==> src/rtl/frogger_pkg.sv <==
// Shared Frogger playfield constants, scheduler state encoding and column helpers.
package frogger_pkg;

    localparam int GRID_COLS = 20;
    localparam int GRID_ROWS = 15;
    localparam int CELL_PX   = 32;

    localparam int COL_W    = 5;
    localparam int ROW_W    = 4;
    localparam int PERIOD_W = 4;

    localparam logic [COL_W-1:0] COL_MAX = COL_W'(GRID_COLS - 1);

    typedef enum logic [1:0] {
        IDLE  = 2'd0,
        SWEEP = 2'd1,
        DONE  = 2'd2
    } sched_state_t;

    // A programmed period of 0 means "move on every tick".
    function automatic logic [PERIOD_W-1:0] eff_period(input logic [PERIOD_W-1:0] p);
        return (p == '0) ? PERIOD_W'(1) : p;
    endfunction

    // One column step along a row, wrapping at either edge of the grid.
    function automatic logic [COL_W-1:0] next_col(input logic [COL_W-1:0] x,
                                                  input logic             dir);
        logic [COL_W-1:0] r;
        if (!dir) begin
            r = (x == COL_MAX) ? '0 : x + COL_W'(1);
        end else begin
            r = (x == '0) ? COL_MAX : x - COL_W'(1);
        end
        return r;
    endfunction

endpackage

==> src/rtl/tick_gen.sv <==
// Free-running prescaler: a registered one-cycle tick every TICK_CYCLES clocks.
module tick_gen #(
    parameter int TICK_CYCLES = 5000000
) (
    input  logic i_Clk,
    input  logic i_Rst_n,
    output logic tick
);

    localparam int CNT_W = (TICK_CYCLES > 1) ? $clog2(TICK_CYCLES) : 1;

    logic [CNT_W-1:0] cnt_q;

    // Count 0..TICK_CYCLES-1 and pulse tick on the wrap.
    always_ff @(posedge i_Clk) begin
        if (!i_Rst_n) begin
            cnt_q <= '0;
            tick  <= 1'b0;
        end else if (cnt_q == CNT_W'(TICK_CYCLES - 1)) begin
            cnt_q <= '0;
            tick  <= 1'b1;
        end else begin
            cnt_q <= cnt_q + CNT_W'(1);
            tick  <= 1'b0;
        end
    end

endmodule

==> src/rtl/traffic_scheduler.sv <==
// Car-lane sequencer: on each movement tick, sweeps the lanes one per cycle,
// steps each enabled car along its row and reports frog/car collisions.
//
// Config handshake: a write transfers on any rising edge where cfg_valid and
// cfg_ready are both high. cfg_ready is high only while the sweep FSM is idle;
// the master holds cfg_valid and the cfg_* fields stable until the transfer.
// Writes to lanes >= NUM_LANES transfer but change nothing.
module traffic_scheduler
    import frogger_pkg::*;
#(
    parameter int NUM_LANES   = 4,
    parameter int TICK_CYCLES = 5000000
) (
    input  logic                         i_Clk,
    input  logic                         i_Rst_n,
    input  logic                         cfg_valid,
    output logic                         cfg_ready,
    input  logic [2:0]                   cfg_lane,
    input  logic [ROW_W-1:0]             cfg_row,
    input  logic                         cfg_dir,
    input  logic [PERIOD_W-1:0]          cfg_period,
    input  logic                         cfg_enable,
    input  logic [COL_W-1:0]             frog_x,
    input  logic [ROW_W-1:0]             frog_y,
    output logic [COL_W*NUM_LANES-1:0]   car_x,
    output logic [ROW_W*NUM_LANES-1:0]   car_row,
    output logic [NUM_LANES-1:0]         car_en,
    output logic [NUM_LANES-1:0]         step,
    output logic                         collision,
    output logic                         sweep_done,
    output logic                         overrun,
    output sched_state_t                 dbg_state
);

    localparam int LANE_W = (NUM_LANES > 1) ? $clog2(NUM_LANES) : 1;

    sched_state_t          state_q;
    sched_state_t          state_d;
    logic [LANE_W-1:0]     idx_q;
    logic                  tick;
    logic                  tick_pending_q;
    logic                  hit_q;

    logic [COL_W-1:0]      x_q   [NUM_LANES];
    logic [ROW_W-1:0]      row_q [NUM_LANES];
    logic [PERIOD_W-1:0]   per_q [NUM_LANES];
    logic [PERIOD_W-1:0]   cnt_q [NUM_LANES];
    logic [NUM_LANES-1:0]  dir_q;
    logic [NUM_LANES-1:0]  en_q;

    logic                  cfg_fire;
    logic                  cfg_apply;
    logic [LANE_W-1:0]     cfg_sel;
    logic                  start_sweep;
    logic                  last_lane;
    logic                  lane_active;
    logic                  lane_step;
    logic [COL_W-1:0]      lane_x_new;
    logic                  lane_hit;

    tick_gen #(
        .TICK_CYCLES (TICK_CYCLES)
    ) u_tick_gen (
        .i_Clk   (i_Clk),
        .i_Rst_n (i_Rst_n),
        .tick    (tick)
    );

    assign cfg_ready = (state_q == IDLE);
    assign dbg_state = state_q;
    assign car_en    = en_q;

    for (genvar k = 0; k < NUM_LANES; k++) begin : g_pack
        assign car_x[k*COL_W +: COL_W]   = x_q[k];
        assign car_row[k*ROW_W +: ROW_W] = row_q[k];
    end

    // Handshake decode and sweep sequencing conditions. A tick arriving in
    // IDLE starts the sweep directly so lane 0 is processed the next cycle.
    always_comb begin
        cfg_fire    = cfg_valid && (state_q == IDLE);
        cfg_apply   = cfg_fire && (32'(cfg_lane) < NUM_LANES);
        cfg_sel     = cfg_lane[LANE_W-1:0];
        start_sweep = (state_q == IDLE) && (tick || tick_pending_q);
        last_lane   = (idx_q == LANE_W'(NUM_LANES - 1));
    end

    // Per-lane datapath for the lane currently addressed by idx_q.
    always_comb begin
        lane_active = (state_q == SWEEP) && en_q[idx_q];
        lane_step   = 1'b0;
        lane_x_new  = x_q[idx_q];
        lane_hit    = 1'b0;
        if (lane_active) begin
            if (cnt_q[idx_q] == PERIOD_W'(1)) begin
                lane_step  = 1'b1;
                lane_x_new = next_col(x_q[idx_q], dir_q[idx_q]);
            end
            lane_hit = (row_q[idx_q] == frog_y) && (lane_x_new == frog_x);
        end
    end

    // Sweep FSM next-state logic.
    always_comb begin
        state_d = state_q;
        case (state_q)
            IDLE:    if (start_sweep) state_d = SWEEP;
            SWEEP:   if (last_lane)   state_d = DONE;
            DONE:    state_d = IDLE;
            default: state_d = IDLE;
        endcase
    end

    // FSM state, lane index, tick bookkeeping and collision/result flags.
    always_ff @(posedge i_Clk) begin
        if (!i_Rst_n) begin
            state_q        <= IDLE;
            idx_q          <= '0;
            tick_pending_q <= 1'b0;
            hit_q          <= 1'b0;
            collision      <= 1'b0;
            sweep_done     <= 1'b0;
            overrun        <= 1'b0;
        end else begin
            state_q    <= state_d;
            sweep_done <= (state_q == DONE);

            if (start_sweep) begin
                idx_q <= '0;
            end else if ((state_q == SWEEP) && !last_lane) begin
                idx_q <= idx_q + LANE_W'(1);
            end

            // Only one tick is remembered while busy; extras are lost but flagged.
            if (state_q == IDLE) begin
                tick_pending_q <= 1'b0;
            end else if (tick) begin
                tick_pending_q <= 1'b1;
                overrun        <= 1'b1;
            end

            if (state_q == SWEEP) begin
                hit_q <= hit_q | lane_hit;
            end else if (state_q == DONE) begin
                collision <= hit_q;
                hit_q     <= 1'b0;
            end
        end
    end

    // Lane configuration registers, movement counters, positions and step pulses.
    always_ff @(posedge i_Clk) begin
        if (!i_Rst_n) begin
            for (int k = 0; k < NUM_LANES; k++) begin
                x_q[k]   <= '0;
                row_q[k] <= '0;
                per_q[k] <= PERIOD_W'(1);
                cnt_q[k] <= PERIOD_W'(1);
            end
            dir_q <= '0;
            en_q  <= '0;
            step  <= '0;
        end else begin
            step <= '0;
            if (cfg_apply) begin
                row_q[cfg_sel] <= cfg_row;
                dir_q[cfg_sel] <= cfg_dir;
                en_q[cfg_sel]  <= cfg_enable;
                per_q[cfg_sel] <= eff_period(cfg_period);
                cnt_q[cfg_sel] <= eff_period(cfg_period);
                x_q[cfg_sel]   <= cfg_dir ? COL_MAX : '0;
            end else if (lane_active) begin
                if (lane_step) begin
                    cnt_q[idx_q] <= per_q[idx_q];
                    x_q[idx_q]   <= lane_x_new;
                    step[idx_q]  <= 1'b1;
                end else begin
                    cnt_q[idx_q] <= cnt_q[idx_q] - PERIOD_W'(1);
                end
            end
        end
    end

endmodule

==> config.mk <==
export PLATFORM = sky130hd
export DESIGN_NAME = traffic_scheduler
export DESIGN_NICKNAME = d
export VERILOG_FILES = /design/src/rtl/frogger_pkg.sv /design/src/rtl/tick_gen.sv /design/src/rtl/traffic_scheduler.sv
export SDC_FILE = /design/constraint.sdc
export NUM_CORES = 1
export LEC_CHECK = 0
export ABC_CLOCK_PERIOD_IN_PS = 3800
export BUFFER_PORTS_ARGS = -buffer_cell sky130_fd_sc_hd__buf_4
export CORE_MARGIN = 8
export CORE_UTILIZATION = 35
export DETAILED_ROUTE_END_ITERATION = 12
export PLACE_DENSITY = 0.63
export SLEW_MARGIN = 10
export SYNTH_ARGS = -nofsm -noshare
export SYNTH_HDL_FRONTEND = slang
export SYNTH_SLANG_ARGS = --single-unit
==> constraint.sdc <==
create_clock -name i_Clk -period 3.8 [get_ports i_Clk]
set_input_delay 0.76 -clock i_Clk [delete_from_list [all_inputs] [get_ports i_Clk]]
set_output_delay 0.76 -clock i_Clk [all_outputs]
set_load 0.01 [all_outputs]
==> flow_summary.json <==
{
  "clockBufferDepth": 2,
  "maxCapViolCount": 0,
  "rsz0062_at_grt": "false",
  "grt_max_degree": 37,
  "post-route-period-util": 0.886,
  "path_cells": "mux4_2, inv_1, ha_1, nor3b_4, buf_4, mux2i_1, xnor2_1, a2111oi_0, nand3_1, o31ai_2",
  "root_buffer": "clkbuf_16",
  "dieArea_sq_um": 20800,
  "finalWeightedCongestion": 0.841,
  "start_util": 0.352,
  "slew_viol_final": 0,
  "dp_hpwl_mm": 11.0,
  "overflow": 0,
  "p_leak_nw": 2.80,
  "powerDensity_nw_per_um2": 445,
  "synth_edf_count": 68,
  "insertion_delay_ns": 0.41,
  "yosysWarnings": 0,
  "tns_ns": 0,
  "r2r_cells": 10,
  "areaGrowthSynthToFinish_pct": 24.2,
  "ys_seq_area_frac": 0.518,
  "cts_tree": "yes",
  "hp-class": "reg2reg",
  "core_sq_um": 16300,
  "status": "complete, no violations",
  "synth_async_sr_flop_share": 0,
  "hp-start": "u_tick_gen.cnt_q[0]",
  "yosys.area_share.simple": 0.193,
  "path_clk_slew_ns": 0.05,
  "synth_top_cell_area_share": 0.354,
  "synth_seq_cells": 115,
  "cts_max_level": 4,
  "netlist_area_sq_um": 5760,
  "via_per_inst": 5.07,
  "synth.most_common_cell": "nor2_1",
  "hold_viol": 0,
  "finalWorstSetupSlack_ns": 0.434,
  "required_ns": 4.12,
  "synth_area_per_cell_sq_um": 10.9,
  "vdd_drop_max_mv": 0.291,
  "drc": 0,
  "finalPower_mw": 3.18,
  "dr.pass1.iters": 5,
  "fin_hold_ws_ns": 0.460,
  "ys_types": 51,
  "slowest_stage": "dfxtp_1",
  "start_kind": "register",
  "drt_iter0_drc": 351,
  "numCtsBuffers": 17,
  "die_x_microns": 144,
  "post_cts_buffers": 0,
  "io_buffers": 74,
  "grt_pass1_wl_mm": 22.7,
  "routed-via-count": 4266,
  "synth_area_leaders": "edfxtp_1, dfxtp_1, mux4_2",
  "synth-compound-area-share": 0.0708,
  "whs_endpoint": "u_tick_gen.cnt_q[0]",
  "max_slew_margin": 0.459,
  "ant_nets": 0,
  "ctsHoldBuffers": 0,
  "ys_top_cells_by_count": "nor2_1, edfxtp_1, dfxtp_1",
  "cts_sinks": 115,
  "antennaDiodeCount": 0,
  "synthAdderAreaFrac": 0.0261,
  "track_usage": 0.145,
  "setup_violations": 0,
  "end_kind": "register",
  "worst_ep_arrival_time_ns": 3.69,
  "finalNetCount": 645,
  "cts_resized": 0,
  "regToRegSetupSlack_ns": 0.43,
  "cpPeakStageDelay_ns": 0.78,
  "tightest_slew_ns": 0.811,
  "synthFlopType": "edfxtp_1",
  "ioPinCount": 75,
  "r2r-end": "hit_q",
  "netlist_instances": 530,
  "synth-xor-area-share": 0.0502,
  "synth_nets": 567,
  "yosys.area.top_type": "edfxtp_1",
  "finalCriticalPeriod_ns": 3.37,
  "max_clock_freq_mhz": 297,
  "routed_wl_mm": 14.7,
  "cp_max_fo": 13,
  "synth_top_family_by_area": "simple AND/OR/NAND/NOR gates",
  "hold_depth": 1,
  "skew_ns": 0.00837,
  "fp.dieH_microns": 144,
  "drive_gt1_frac": 0.211,
  "synthMuxAreaShare": 0.107,
  "grt_antenna_before_repair": 0,
  "wire_per_inst_microns": 17.5,
  "grt_pass1_vias": 4247,
  "row_count": 47,
  "pre_cts_slack_ns": 0.485,
  "critical_path_class": "reg2reg"
}
[layout by cell type, fill, tap and decap left out, drive strengths merged, types with 4 or more instances in the layout]
cell	count
dfxtp	47
mux4	20
nand2	42
o31ai	4
a21oi	16
and3	16
inv	31
buf	79
edfxtp	68
mux2i	12
nand4	4
ha	12
o211ai	6
xnor2	16
a22o	4
nor2	72
nor3b	5
and2	24
nor2b	11
nor3	10
clkbuf	28
o21ai	10
xor2	17
nand2b	9
nand3	21
[where the power goes]
group | internal, mW | leakage (nW) | total, mW | switching, mW
registers | 1.36 | 1.06 | 1.38 | 0.0228
clock network | 1.06 | 0.304 | 1.60 | 0.542
logic | 0.0854 | 1.44 | 0.202 | 0.116
[kinds of logic (layout without fill, tap and decap cells)]
| kind of cell | after synthesis | in the layout |
|---|---|---|
| mux | 35 | 35 |
| fa+ha+maj | 12 | 12 |
| xor+xnor | 33 | 33 |
| compound gates | 61 | 61 |
| simple gates | 225 | 225 |
| buf+inv | 49 | 140 |
| flops | 115 | 115 |
[how the worst max path moves through the flow]
stage | startpoint | endpoint | cells after the start
after floorplan | register | x_q[1][0] | 12
after global placement | register | hit_q | 8
after detailed placement | register | hit_q | 10
after CTS | register | hit_q | 10
after global routing | register | hit_q | 10
final | register | hit_q | 10
[layer usage]
metal,vias up,part of all wire,track usage
li1,2052,-,-
met1,2067,0.42,0.176
met2,132,0.49,0.239
met3,15,0.078,0.0525
met4,0,0.0089,0.0361
met5,-,0,0
[area by class of cell]
class | instances | area (sq um)
inverter | 29 | 109
timing repair buffer | 79 | 593
sequential | 115 | 2980
clock buffer | 28 | 592
tap | 220 | 275
clock inverter | 4 | 25.0
fill | 1559 | 9200
multi-input combinational | 366 | 2570
[worst max-delay path, delay by kind of cell, from the launching register on]
family	cells	cell delay [ns]
mux	2	0.88
buf+inv	2	0.33
xor+xnor	1	0.08
compound gates	2	0.61
flops	1	0.78
fa+ha+maj	1	0.23
simple gates	2	0.38
[metrics by stage]
step,std cells,instance area (sq um),util
6_report,841,7150,0.437
5_1_grt,841,7150,0.437
4_1_cts,841,7150,0.437
3_5_place_dp,809,6540,0.400
3_3_place_gp,809,6540,0.400
2_1_floorplan,530,5760,-
[registers in the layout (all words and copies together), names as in the netlist, named ones only]
| signal | flops |
|---|---|
| step | 4 |
| idx_q | 2 |
| collision | 1 |
| u_tick_gen.cnt_q | 23 |
| hit_q | 1 |
| tick_pending_q | 1 |
| row_q | 16 |
| dbg_state | 2 |
| cnt_q | 16 |
| per_q | 16 |
| overrun | 1 |
| x_q | 20 |
| u_tick_gen.tick | 1 |
| dir_q | 4 |
| car_en | 4 |
| sweep_done | 1 |
Note: power is estimated with default switching activity, not from simulation.
